**src/rtl/loader_pkg.sv**
```systemverilog
// Shared constants for the serial instruction-memory loader: FSM and RX state
// encodings plus the frame sync byte.
package loader_pkg;

   localparam logic [2:0] ST_IDLE  = 3'd0;
   localparam logic [2:0] ST_LEN   = 3'd1;
   localparam logic [2:0] ST_DATA  = 3'd2;
   localparam logic [2:0] ST_CHK   = 3'd3;
   localparam logic [2:0] ST_DONE  = 3'd4;
   localparam logic [2:0] ST_ERROR = 3'd5;

   localparam logic [1:0] RX_IDLE  = 2'd0;
   localparam logic [1:0] RX_START = 2'd1;
   localparam logic [1:0] RX_DATA  = 2'd2;
   localparam logic [1:0] RX_STOP  = 2'd3;

   localparam logic [7:0] SYNC_BYTE = 8'hA5;

endpackage

```
**src/rtl/uart_rx_byte.sv**
```systemverilog
// 8N1 UART byte receiver: 2-FF synchroniser, falling-edge start detect with a
// mid-bit glitch filter, LSB-first data capture and stop-bit check.
module uart_rx_byte
   import loader_pkg::*;
#(
   parameter int CLKS_PER_BIT = 434
)(
   input  logic       clock,
   input  logic       reset,
   input  logic       rx,
   output logic       byte_valid,
   output logic [7:0] byte_data,
   output logic       frame_err
);

   localparam int TMR_W = (CLKS_PER_BIT > 2) ? $clog2(CLKS_PER_BIT) : 1;
   localparam logic [TMR_W-1:0] HALF_BIT = TMR_W'(CLKS_PER_BIT / 2 - 1);
   localparam logic [TMR_W-1:0] FULL_BIT = TMR_W'(CLKS_PER_BIT - 1);

   logic             rx_meta, rx_sync, rx_prev;
   logic [1:0]       rx_state;
   logic [TMR_W-1:0] timer;
   logic [2:0]       bit_idx;

   // NOTE: clocked state uses non-blocking assignments so every flop sees pre-edge values.
   always_ff @(posedge clock) begin
      if (reset) begin
         rx_meta    <= 1'b1;
         rx_sync    <= 1'b1;
         rx_prev    <= 1'b1;
         rx_state   <= RX_IDLE;
         timer      <= '0;
         bit_idx    <= '0;
         byte_data  <= '0;
         byte_valid <= 1'b0;
         frame_err  <= 1'b0;
      end else begin
         rx_meta    <= rx;
         rx_sync    <= rx_meta;
         rx_prev    <= rx_sync;
         byte_valid <= 1'b0;
         frame_err  <= 1'b0;
         case (rx_state)
            RX_IDLE: begin
               // Only a genuine high-to-low edge starts a frame, never a line stuck low.
               if (rx_prev && !rx_sync) begin
                  rx_state <= RX_START;
                  timer    <= '0;
               end
            end
            RX_START: begin
               if (timer == HALF_BIT) begin
                  timer    <= '0;
                  bit_idx  <= '0;
                  rx_state <= rx_sync ? RX_IDLE : RX_DATA;
               end else begin
                  timer <= timer + 1'b1;
               end
            end
            RX_DATA: begin
               if (timer == FULL_BIT) begin
                  timer     <= '0;
                  byte_data <= {rx_sync, byte_data[7:1]};
                  bit_idx   <= bit_idx + 1'b1;
                  if (bit_idx == 3'd7) rx_state <= RX_STOP;
               end else begin
                  timer <= timer + 1'b1;
               end
            end
            RX_STOP: begin
               if (timer == FULL_BIT) begin
                  timer      <= '0;
                  rx_state   <= RX_IDLE;
                  byte_valid <= rx_sync;
                  frame_err  <= !rx_sync;
               end else begin
                  timer <= timer + 1'b1;
               end
            end
            default: rx_state <= RX_IDLE;
         endcase
      end
   end

endmodule

```
**src/rtl/imem_uart_loader.sv**
```systemverilog
// Serial program loader: turns A5/N/data[/chk] UART frames into imem writes and
// holds the CPU while loading. Define LOADER_CHECKSUM_EN for the trailing XOR byte.
module imem_uart_loader
   import loader_pkg::*;
#(
   parameter int CLKS_PER_BIT   = 434,
   parameter int ADDR_W         = 7,
   parameter int TIMEOUT_CYCLES = 2000000
)(
   input  logic              clock,
   input  logic              reset,
   input  logic              uart_rx,
   output logic              imem_we,
   output logic [ADDR_W-1:0] imem_addr,
   output logic [31:0]       imem_wdata,
   output logic              cpu_hold,
   output logic              load_done,
   output logic              load_error,
   output logic [ADDR_W:0]   words_loaded
);

   localparam int CNT_W = ADDR_W + 1;
   localparam logic [CNT_W-1:0] MAX_WORDS = {1'b1, {ADDR_W{1'b0}}};
   localparam int TMO_W = (TIMEOUT_CYCLES > 2) ? $clog2(TIMEOUT_CYCLES) : 1;
   localparam logic [TMO_W-1:0] TMO_LAST = TMO_W'(TIMEOUT_CYCLES - 1);

   logic             byte_valid, frame_err;
   logic [7:0]       byte_data;
   logic [2:0]       state;
   logic [CNT_W-1:0] n_words, wl_next;
   logic [1:0]       byte_idx;
   logic [23:0]      word_sh;
   logic [TMO_W-1:0] tmo;
   logic             in_frame;
`ifdef LOADER_CHECKSUM_EN
   logic [7:0]       chk_acc;
`endif

   uart_rx_byte #(.CLKS_PER_BIT(CLKS_PER_BIT)) u_rx (
      .clock      (clock),
      .reset      (reset),
      .rx         (uart_rx),
      .byte_valid (byte_valid),
      .byte_data  (byte_data),
      .frame_err  (frame_err)
   );

   assign in_frame = (state == ST_LEN) || (state == ST_DATA) || (state == ST_CHK);
   assign wl_next  = (words_loaded == MAX_WORDS) ? words_loaded : words_loaded + 1'b1;

   always_ff @(posedge clock) begin
      if (reset) begin
         state        <= ST_IDLE;
         imem_we      <= 1'b0;
         imem_addr    <= '0;
         imem_wdata   <= '0;
         cpu_hold     <= 1'b0;
         load_done    <= 1'b0;
         load_error   <= 1'b0;
         words_loaded <= '0;
         n_words      <= '0;
         byte_idx     <= '0;
         word_sh      <= '0;
         tmo          <= '0;
`ifdef LOADER_CHECKSUM_EN
         chk_acc      <= '0;
`endif
      end else begin
         imem_we <= 1'b0;
         tmo     <= (in_frame && !byte_valid) ? tmo + 1'b1 : '0;

         if (imem_we) begin
            // Write cycle just ended: advance the pointer and decide whether the frame body is over.
            words_loaded <= wl_next;
            if (imem_addr != '1) imem_addr <= imem_addr + 1'b1;
            if (wl_next == n_words) begin
`ifdef LOADER_CHECKSUM_EN
               state     <= ST_CHK;
`else
               state     <= ST_DONE;
               load_done <= 1'b1;
               cpu_hold  <= 1'b0;
`endif
            end
         end else if (frame_err) begin
            if (in_frame) begin
               state      <= ST_ERROR;
               load_error <= 1'b1;
            end
         end else if (byte_valid) begin
            case (state)
               ST_IDLE, ST_DONE, ST_ERROR: begin
                  if (byte_data == SYNC_BYTE) begin
                     state        <= ST_LEN;
                     cpu_hold     <= 1'b1;
                     load_done    <= 1'b0;
                     load_error   <= 1'b0;
                     words_loaded <= '0;
                     imem_addr    <= '0;
                     byte_idx     <= '0;
                  end
               end
               ST_LEN: begin
                  if (byte_data == 8'd0 || int'(byte_data) > (1 << ADDR_W)) begin
                     state      <= ST_ERROR;
                     load_error <= 1'b1;
                  end else begin
                     n_words   <= CNT_W'(byte_data);
                     imem_addr <= '0;
                     byte_idx  <= '0;
`ifdef LOADER_CHECKSUM_EN
                     chk_acc   <= '0;
`endif
                     state     <= ST_DATA;
                  end
               end
               ST_DATA: begin
                  word_sh  <= {word_sh[15:0], byte_data};
                  byte_idx <= byte_idx + 1'b1;
`ifdef LOADER_CHECKSUM_EN
                  chk_acc  <= chk_acc ^ byte_data;
`endif
                  if (byte_idx == 2'd3) begin
                     imem_wdata <= {word_sh, byte_data};
                     imem_we    <= 1'b1;
                  end
               end
`ifdef LOADER_CHECKSUM_EN
               ST_CHK: begin
                  if (byte_data == chk_acc) begin
                     state     <= ST_DONE;
                     load_done <= 1'b1;
                     cpu_hold  <= 1'b0;
                  end else begin
                     state      <= ST_ERROR;
                     load_error <= 1'b1;
                  end
               end
`endif
               default: state <= ST_IDLE;
            endcase
         end else if (in_frame && tmo == TMO_LAST) begin
            state      <= ST_ERROR;
            load_error <= 1'b1;
         end
      end
   end

endmodule

```
**config.mk**
```make
export PLATFORM = sky130hd
export DESIGN_NAME = imem_uart_loader
export DESIGN_NICKNAME = d
export VERILOG_FILES = /design/src/rtl/loader_pkg.sv /design/src/rtl/uart_rx_byte.sv /design/src/rtl/imem_uart_loader.sv
export SDC_FILE = /design/constraint.sdc
export NUM_CORES = 1
export LEC_CHECK = 0
export CORE_UTILIZATION = 30
export CTS_CLUSTER_SIZE = 14
export DETAILED_ROUTE_END_ITERATION = 8
export DONT_BUFFER_PORTS = 1
export HOLD_SLACK_MARGIN = 0.02
export PLACE_DENSITY = 0.5
export SYNTH_ARGS = -nofsm -noshare
export SYNTH_HDL_FRONTEND = slang
export SYNTH_SLANG_ARGS = --single-unit
export TNS_END_PERCENT = 100
```
**constraint.sdc**
```tcl
create_clock -name clock -period 6 [get_ports clock]
set_clock_uncertainty 0.1 [all_clocks]
set_input_delay 1.2 -clock clock [delete_from_list [all_inputs] [get_ports clock]]
set_output_delay 1.2 -clock clock [all_outputs]
set_load 0.03 [all_outputs]
```
==> impl_metrics.csv, run 1 <==
group,metric,value,unit
route,ant_nets,0,
clocking,cts_setup_buffers,0,
place,place_congestion,0.775,
floorplan,dieArea,20300,sq um
clocking,cts_tree,"yes",
place,place_ws,2.66,ns
final_layout,n_fill_cell,2043,
clocking,cts_sinks,136,
clocking,htreeDepth,4,
pwr,max-vdd-ir-drop,0.162,mV
floorplan,initial_core_util,30.6,%
global_route,gr-usage-all-layers,14.6,%
run_status,status,"finished, final reports clean",
route,drc,0,
floorplan,die_x,143,microns
floorplan,rows,51,
final_layout,final_cell_count_no_fill,996,
synthesis,ys_seq_area_share,45.9,%
synthesis,synthArstFlopShare,0,%
clocking,cts_buffer_depth,2,
synthesis,netlist_area,5930,sq um
clocking,clock_latency,0.42,ns
final_layout,post-route-util,35.0,%
final_layout,area_delta_synth_final,14.6,%
clocking,cts_hold_buf,0,
global_route,gr-total-overflow,0,
global_route,grt_pass1_vias,4345,
timing,rsz0062_at_grt,"false",
timing,finalCriticalPeriod,3.34,ns
worst_hold_path,min_path_type,"flip-flop to flip-flop",
final_layout,multi_input_area,2990,sq um
timing,tightestPinTransition,1.12,ns
pwr,p_leak,0.00221,uW
place,place_inst,964,
synthesis,synth_seq_cells,136,
clocking,clk_pin_slew,0.06,ns
timing,slew_headroom,25.4,%
final_layout,seqCellArea,2720,sq um
setup_path,crit_path_end_kind,"flip-flop",
route,vias,4804,
setup_path,setup.worst_path.start_class,"flip-flop",
floorplan,core_area,19400,sq um
place,port_buffers,0,
final_layout,fin_nets,731,
route,drt-total-wl,14.3,mm
timing,setup_ws,2.66,ns
setup_path,crit_type,"flip-flop to flip-flop",
floorplan,die_h,143,microns
timing,hold_violations,0,
final_layout,drive_above_1_share,5.75,%
run,max_cap_viol_count,0,
route,viasPerCell,4.82,
pwr,power_density,316,nW/um^2
synthesis,synth_edf_count,0,
timing,fmax,0.300,GHz
global_route,grt_max_degree,108,
route,wl_per_cell,14.4,microns
clocking,cts_buffers,17,
global_route,antenna_found_initial,0,
setup_path,cp.arrival,3.54,ns
timing,drv_slew,0,
timing,finalCritPeriodShare,55.6,%
synthesis,yosysWarnings,0,
setup_path,crit_path_max_fanout,33,
setup_path,crit_required,6.21,ns
route,drt-pass1-iter-count,4,
synthesis,syn_nets,751,
timing,final.setup.tns,0,ns
synthesis,netlist_instances,738,
floorplan,ioPinCount,54,
timing,setup_viol,0,
synthesis,synth.avg_cell_area,8.03,sq um
clocking,cts_resized,0,
final_layout,n_antenna_cell,0,
route,drt_iter0_markers,313,
place,hpwlAfterDp,9.43,mm
global_route,grt_pass1_wl,23.1,mm
clocking,cts_root_buf,"clkbuf_16",
synthesis,synth-main-ff-cell,"dfxtp_1",
synthesis,ys_types,62,
worst paths after layout:
kind | depth (start not counted) | start | slack [ns] | end
worst min register to register | 1 | u_rx.rx_meta | 0.31 | u_rx.rx_sync
worst max-delay path | 5 | state[1] | 2.66 | imem_wdata[9]
worst min-delay path | 1 | u_rx.rx_meta | 0.31 | u_rx.rx_sync
worst max register to register | 5 | state[1] | 2.66 | imem_wdata[9]
flip-flops by register name, summed over array words and instances (netlist names), named ones only:
signal           flops
imem_we              1
imem_addr            7
u_rx.frame_err       1
cpu_hold             1
u_rx.byte_valid      1
u_rx.bit_idx         3
u_rx.rx_prev         1
load_error           1
words_loaded         8
state                3
imem_wdata          32
u_rx.rx_meta         1
u_rx.rx_sync         1
load_done            1
n_words              8
u_rx.rx_state        1
u_rx.timer           9
word_sh             24
byte_idx             2
u_rx.byte_data       8
tmo                 21
placed cells by master (no fill, tap or decap), types with 3 or more instances in the layout:
master and count:
nor3b_1 5, bufinv_16 7, a21oi_1 104, nand2_1 174, nor3_1 10, nand4_1 5
dfxtp_1 136, and4_1 6, clkbuf_16 17, or3_1 7, a211oi_1 5, o21ai_0 16
nor2_1 62, clkinv_2 3, nor2b_1 7, xnor2_1 22, nand2b_1 9, nand3_1 24
and3_1 10, nor4_1 4, xor2_1 13, inv_1 12, nand4b_1 5, nor4b_1 4
a22oi_1 5, ha_1 10
area by class of cell:
type	count	share of cell area [%]
clock buffer	19	6.52
clock inverter	13	3.67
inverter	12	0.663
multi-input combinational	550	44.1
sequential	136	40.1
tap	265	4.88
timing repair buffer	1	0.111
synth_stat cells, types with 2 or more instances:
cell type	instances	share of area, %
or3_1	7	0.74
dfxtp_1	136	46
nor2b_1	7	0.74
nor3b_1	5	0.63
a211oi_1	5	0.63
a31oi_1	2	0.21
a311oi_1	2	0.30
nor4_1	4	0.42
clkbuf_1	33	2.1
and3_1	10	1.1
inv_1	12	0.76
xnor2_1	22	3.2
o21ai_0	16	1.4
xor2_1	13	1.9
nor4b_1	4	0.59
or4b_1	2	0.34
nand3_1	24	2.0
nand4_1	5	0.53
ha_1	10	2.1
nand2b_1	9	0.95
buf_2	5	0.42
a41oi_1	2	0.30
a21oi_1	104	8.8
nor3_1	10	0.84
and2_1	2	0.21
or2_2	2	0.21
nor2_1	62	3.9
nand3b_1	2	0.25
nand2_1	174	11
mux2i_1	2	0.34
and4_1	6	0.89
nand4b_1	5	0.74
a22oi_1	5	0.63
metrics by stage:
stage	area (sq um)	power [uW]	hold slack [ns]
2_1_floorplan	5930	945	0.289
3_3_place_gp	6100	938	0.297
3_5_place_dp	6100	938	0.312
4_1_cts	6790	2180	0.319
5_1_grt	6790	2220	0.331
6_report	6790	2150	0.314
worst max-delay path: stages (launching register included):
cell and delay [ns]:
dfxtp_1 0.51, nor3b_1 0.44, and3_1 0.87, nand2_1 0.91, nand2_1 0.28, a21oi_1 0.09
power breakdown:
part | switching, uW | internal [uW] | total [uW]
Combinational | 7.24 | 4.66 | 11.9
Clock | 398 | 830 | 1230
Sequential | 1.56 | 905 | 906
Total | 406 | 1740 | 2150
routing by layer:
layer | part of all wire (%) | up-vias | global-route usage (%)
met1 | 49 | 2235 | 18.7
met2 | 46 | 65 | 23.2
li1 | - | 2492 | -
met5 | 0 | - | 0
met4 | 0.99 | 0 | 4.75
met3 | 4.2 | 12 | 4.51
cell families after synthesis:
family | synth area share, %
AO/OA/AOI/OAI | 15.0
AND/OR/NAND/NOR | 27.8
multiplexers | 0.338
XOR/XNOR | 5.17
buffers and inverters | 3.59
adder cells (fa/ha/maj) | 2.11
flip-flops | 45.9
No activity file was read; power rests on OpenSTA's default activity.
==> run 2: changes to the inputs <==
ABC_AREA = 1   (was default)
clock period = 3.1 ns   (was 6 ns; I/O delays follow)
==> run 2 against run 1 <==
Total power increased by 77%. Sequential power increased by 93%. Clock-buffer cell count decreased by 2. Hold slack got worse by 0.13 ns. Synthesized cell count increased by 8.8%. Critical path depth increased by 5. Critical endpoint is now imem_wdata[16].
==> impl_metrics.csv, run 2 <==
group,metric,value,unit
final_layout,reg_top3,"imem_wdata (32), word_sh (24), tmo (21)",
place,port_buffers,0,
setup_path,path_delay_family,"buffers and inverters",
timing,tightestPinTransition,0.598,ns
timing,hold_violations,0,
final_layout,n_antenna_cell,0,
clocking,htreeDepth,4,
clocking,cts_buffer_depth,2,
run,max_cap_viol_count,0,
global_route,gr-usage-all-layers,14.4,%
pwr,max-vdd-ir-drop,0.337,mV
final_layout,largest_reg_flops,32,
synthesis,synth-main-ff-cell,"dfxtp_1",
global_route,grt_pass1_vias,4654,
pwr,p_leak,0.00253,uW
pwr,finalPower,3800,uW
global_route,grt_max_degree,48,
global_route,gr-total-overflow,0,
floorplan,rows,51,
synthesis,synthTopCellsByCount,"nand2_1, dfxtp_1, a21oi_1",
final_layout,post-route-util,35.0,%
route,drt-pass1-iter-count,5,
clocking,clk_pin_slew,0.07,ns
synthesis,synth_top_area_cell,"dfxtp_1",
final_layout,final_cell_mix,"nand2_1, dfxtp_1, a21oi_1",
place,hpwlAfterDp,9.77,mm
timing,fmax,0.444,GHz
synthesis,ys_seq_area_share,45.0,%
setup_path,cp.arrival,2.50,ns
setup_path,crit_required,3.34,ns
route,drt-total-wl,14.1,mm
clocking,cts_tree,"yes",
route,viasPerCell,4.67,
floorplan,dieArea,20700,sq um
synthesis,syn_nets,816,
pwr,power_density,555,nW/um^2
route,vias,5030,
final_layout,final_common_cell,"nand2_1",
timing,setup_viol,0,
setup_path,cp_num_buf_inv,4,
synthesis,synth_top_area_share,45.0,%
clocking,cts_root_buf,"clkbuf_16",
setup_path,crit_path_max_fanout,29,
timing,rsz0062_at_grt,"false",
final_layout,drive_above_1_share,11.7,%
floorplan,die_h,144,microns
timing,finalCritPeriodShare,72.7,%
clocking,cts_resized,0,
floorplan,die_x,144,microns
synthesis,yosysWarnings,0,
setup_path,crit_type,"flip-flop to flip-flop",
synthesis,netlist_instances,803,
global_route,grt_pass1_wl,23.3,mm
synthesis,synth.most_common_cell,"nand2_1",
final_layout,area_delta_synth_final,13.4,%
final_layout,fin_nets,812,
route,drt_iter0_markers,288,
synthesis,ys_types,43,
synthesis,netlist_area,6050,sq um
setup_path,setup.worst_path.start_class,"flip-flop",
setup_path,cpPeakStageDelay,0.40,ns
run_status,status,"finished, final reports clean",
setup_path,critical_path.cell_chain,"inv_2, nor2_2, inv_2, nor2_4, nand2_2, clkinv_2, nand2_4, inv_2, o21ai_1, a31oi_1",
clocking,clock_latency,0.42,ns
worst_hold_path,min_path_type,"input port to flip-flop",
setup_path,crit_path_end_kind,"flip-flop",
clocking,cts_hold_buf,0,
clocking,cts_sinks,136,
clocking,cts_setup_buffers,0,
synthesis,synth.avg_cell_area,7.53,sq um
place,place_congestion,0.776,
route,wl_per_cell,13.1,microns
global_route,antenna_found_initial,0,
timing,drv_slew,0,
timing,finalCriticalPeriod,2.25,ns
route,ant_nets,0,
setup_path,slowest_stage,"dfxtp_1",
final_layout,top_register,"imem_wdata",
setup_path,cp_common_cell,"inv_2",
route,drc,0,
floorplan,ioPinCount,54,
synthesis,synth_edf_count,0,
floorplan,initial_core_util,30.9,%
synthesis,synthArstFlopShare,0,%
synthesis,synth_seq_cells,136,
synthesis,ys_top_cells_by_area,"dfxtp_1, nand2_1, a21oi_1",
timing,slew_headroom,60.1,%
floorplan,core_area,19600,sq um
timing,final.setup.tns,0,ns
clocking,cts_buffers,17,
run 2: cell count changes in the layout (fill, tap and decap cells not counted), moves of 16 or more:
cell and delta:
inv_1 +68, o21ai_0 +40, nand3_1 +30, xnor2_1 -21, a21oi_1 -18, nand2_1 -16
run 2: final timing paths:
check	start	end	slack (ns)	cells past startpoint
hold reg to reg	u_rx.rx_meta	u_rx.rx_sync	0.32	1
setup / recovery	u_rx.byte_valid	imem_wdata[16]	0.85	10
hold / removal	reset	u_rx.bit_idx[1]	0.18	1
setup reg to reg	u_rx.byte_valid	imem_wdata[16]	0.85	10
run 2: cell families (layout without fill, tap and decap cells):
family | Yosys count | in the layout | share of synthesized area, %
buffers and inverters | 123 | 132 | 8.69
AND/OR/NAND/NOR | 346 | 346 | 26.8
flip-flops | 136 | 136 | 45.0
adder cells (fa/ha/maj) | 10 | 10 | 2.07
AO/OA/AOI/OAI | 182 | 182 | 16.6
XOR/XNOR | 6 | 6 | 0.869
run 2: routing by layer:
| layer | global-route usage (%) | wire (microns) | up-vias |
|---|---|---|---|
| met4 | 5.21 | 184 | 0 |
| met2 | 21.8 | 6030 | 89 |
| met1 | 19.1 | 7020 | 2270 |
| li1 | - | - | 2655 |
| met5 | 0 | 0 | - |
| met3 | 4.74 | 832 | 16 |
run 2: area by class of cell:
type	instances	area (sq um)
timing repair buffer	6	45.0
clock buffer	17	425
inverter	94	354
tap	265	332
fill	2097	12700
clock inverter	15	179
multi-input combinational	544	2800
sequential	136	2720
run 2: power by group:
| group | internal, uW | switching, uW |
|---|---|---|
| Sequential | 1750 | 3.50 |
| Clock | 1090 | 915 |
| Combinational | 12.8 | 35.0 |
run 2: metrics by stage:
stage | cells | instance area (sq um) | hold WS [ns] | worst slack (ns)
detailed placement | 1045 | 6250 | 0.298 | 0.837
global placement | 1045 | 6250 | 0.297 | 0.853
floorplan | 803 | 6050 | 0.289 | 1.13
finish | 1077 | 6860 | 0.179 | 0.846
global route | 1077 | 6860 | 0.152 | 0.560
CTS | 1077 | 6860 | 0.156 | 0.816
==> run 3: changes to the inputs <==
clock period = 2.3 ns   (was 3.1 ns; I/O delays follow)
==> run 3 against run 2 <==
Total power is 35% higher. First-iteration DRC count is 8.3% lower. Hold slack worse by 0.13 ns. Critical path depth is 1 higher. Critical path type unchanged. Sequential power is 35% higher. Core utilization is 0.67 points higher. Fmax is 13% higher. Largest power group unchanged. Via count is 0.68% higher. Die area stayed put.
==> impl_metrics.csv, run 3 (synthesis gave the netlist of run 2 again) <==
group,metric,value,unit
run_status,status,"finished, final reports clean",
setup_path,rrSetupSlack,0.31,ns
clocking,cts_root_buf,"clkbuf_16",
pwr,p_leak,0.00262,uW
final_layout,drive_above_1_share,13.3,%
route,drt_iter0_markers,264,
final_layout,largest_reg_flops,32,
route,drt-pass1-iter-count,4,
setup_path,crit_type,"flip-flop to flip-flop",
clocking,cts_buffers,17,
global_route,grt_max_degree,61,
route,drc,0,
clocking,clk_pin_slew,0.06,ns
final_layout,post-route-util,35.7,%
timing,finalCritPeriodShare,86.5,%
clocking,cts_buffer_depth,2,
timing,finalCriticalPeriod,1.99,ns
clocking,cts_setup_buffers,0,
floorplan,die_h,144,microns
timing,slew_headroom,73.1,%
clocking,cts_resized,0,
clocking,cts_hold_buf,2,
setup_path,crit_path_end_kind,"flip-flop",
floorplan,core_area,19600,sq um
final_layout,multi_input_area,2800,sq um
clocking,cts_tree,"yes",
setup_path,cp.arrival,2.21,ns
timing,rsz0062_at_grt,"false",
final_layout,final_common_cell,"nand2_1",
final_layout,n_fill_cell,2099,
global_route,antenna_found_initial,0,
route,vias,5064,
final_layout,n_antenna_cell,0,
timing,hold_violations,0,
place,hpwlAfterDp,9.67,mm
clocking,htreeDepth,4,
timing,final.setup.tns,0,ns
final_layout,area_delta_synth_final,15.6,%
setup_path,setup.worst_path.start_class,"flip-flop",
floorplan,ioPinCount,54,
pwr,max-vdd-ir-drop,0.485,mV
global_route,gr-usage-all-layers,14.6,%
worst_hold_path,min_path_type,"input port to flip-flop",
global_route,grt_pass1_wl,23.6,mm
final_layout,reg_top3,"imem_wdata (32), word_sh (24), tmo (21)",
place,place_congestion,0.813,
setup_path,crit_required,2.52,ns
timing,tightestPinTransition,0.403,ns
timing,drv_slew,0,
final_layout,seqCellArea,2720,sq um
clocking,cts_sinks,136,
floorplan,die_x,144,microns
final_layout,top_register,"imem_wdata",
clocking,clock_latency,0.42,ns
route,viasPerCell,4.63,
setup_path,cpPeakStageDelay,0.47,ns
setup_path,crit_path_max_fanout,7,
route,drt-total-wl,14.1,mm
setup_path,slowest_stage,"dfxtp_1",
floorplan,dieArea,20700,sq um
timing,fmax,0.503,GHz
global_route,gr-total-overflow,0,
setup_path,cp_common_cell,"nand2_1",
final_layout,fin_nets,829,
place,port_buffers,0,
global_route,grt_pass1_vias,4627,
route,wl_per_cell,12.9,microns
pwr,power_density,733,nW/um^2
run,max_cap_viol_count,0,
floorplan,initial_core_util,30.9,%
final_layout,final_cell_mix,"nand2_1, dfxtp_1, a21oi_1",
setup_path,critical_path.cell_chain,"ha_1, xor2_1, nand2_1, nand2_1, nand3_2, nor2_2, nand2_1, nand2_2, nand2_2, nor2_1, nor2_1",
route,ant_nets,0,
timing,setup_viol,0,
floorplan,rows,51,
-- run 3: metal layers --
metal	part of all wire (%)	GRT usage, %
met3	4.6	4.27
met1	53	20.3
met4	1.6	5.71
met5	0	0
met2	41	20.9
-- run 3: cell type report --
cell class | instances | share of cell area [%]
Multi-Input combinational cell | 544 | 40.1
Sequential cell | 136 | 39.0
Clock buffer | 19 | 6.34
Inverter | 94 | 5.07
Tap cell | 265 | 4.74
Timing Repair Buffer | 23 | 2.86
Clock inverter | 13 | 1.97
-- run 3: stage by stage --
step | hold slack, ns | worst slack, ns | power, uW | cells | cell area [sq um]
after global placement | 0.295 | 0.377 | 2480 | 1060 | 6380
after floorplan | 0.289 | 0.328 | 2480 | 803 | 6050
after global routing | 0.0281 | 0.0996 | 5300 | 1094 | 6990
after detailed placement | 0.296 | 0.334 | 2480 | 1060 | 6380
final | 0.0538 | 0.311 | 5120 | 1094 | 6990
after CTS | 0.0262 | 0.316 | 5210 | 1094 | 6990
-- run 3: report_power, final --
| group | total, uW | internal, uW | switching, uW |
|---|---|---|---|
| Combinational | 83.7 | 23.3 | 60.4 |
| Clock | 2670 | 1550 | 1120 |
| Sequential | 2370 | 2360 | 4.63 |
| Total | 5120 | 3930 | 1190 |
-- run 3: worst max-delay path: cells and delay by family (launching register included) --
kind                       cells  cell delay (ns)
adders and majority gates      1             0.32
DFF                            1             0.47
and+or+nand+nor                9             0.72
xor gates and xnor gates       1             0.28
-- run 3: final timing paths --
kind	start	to	depth (start not counted)
worst max-delay path	words_loaded[0]	state[2]	11
worst max register to register	words_loaded[0]	state[2]	11
worst min register to register	u_rx.rx_meta	u_rx.rx_sync	1
worst min-delay path	reset	u_rx.rx_meta	1
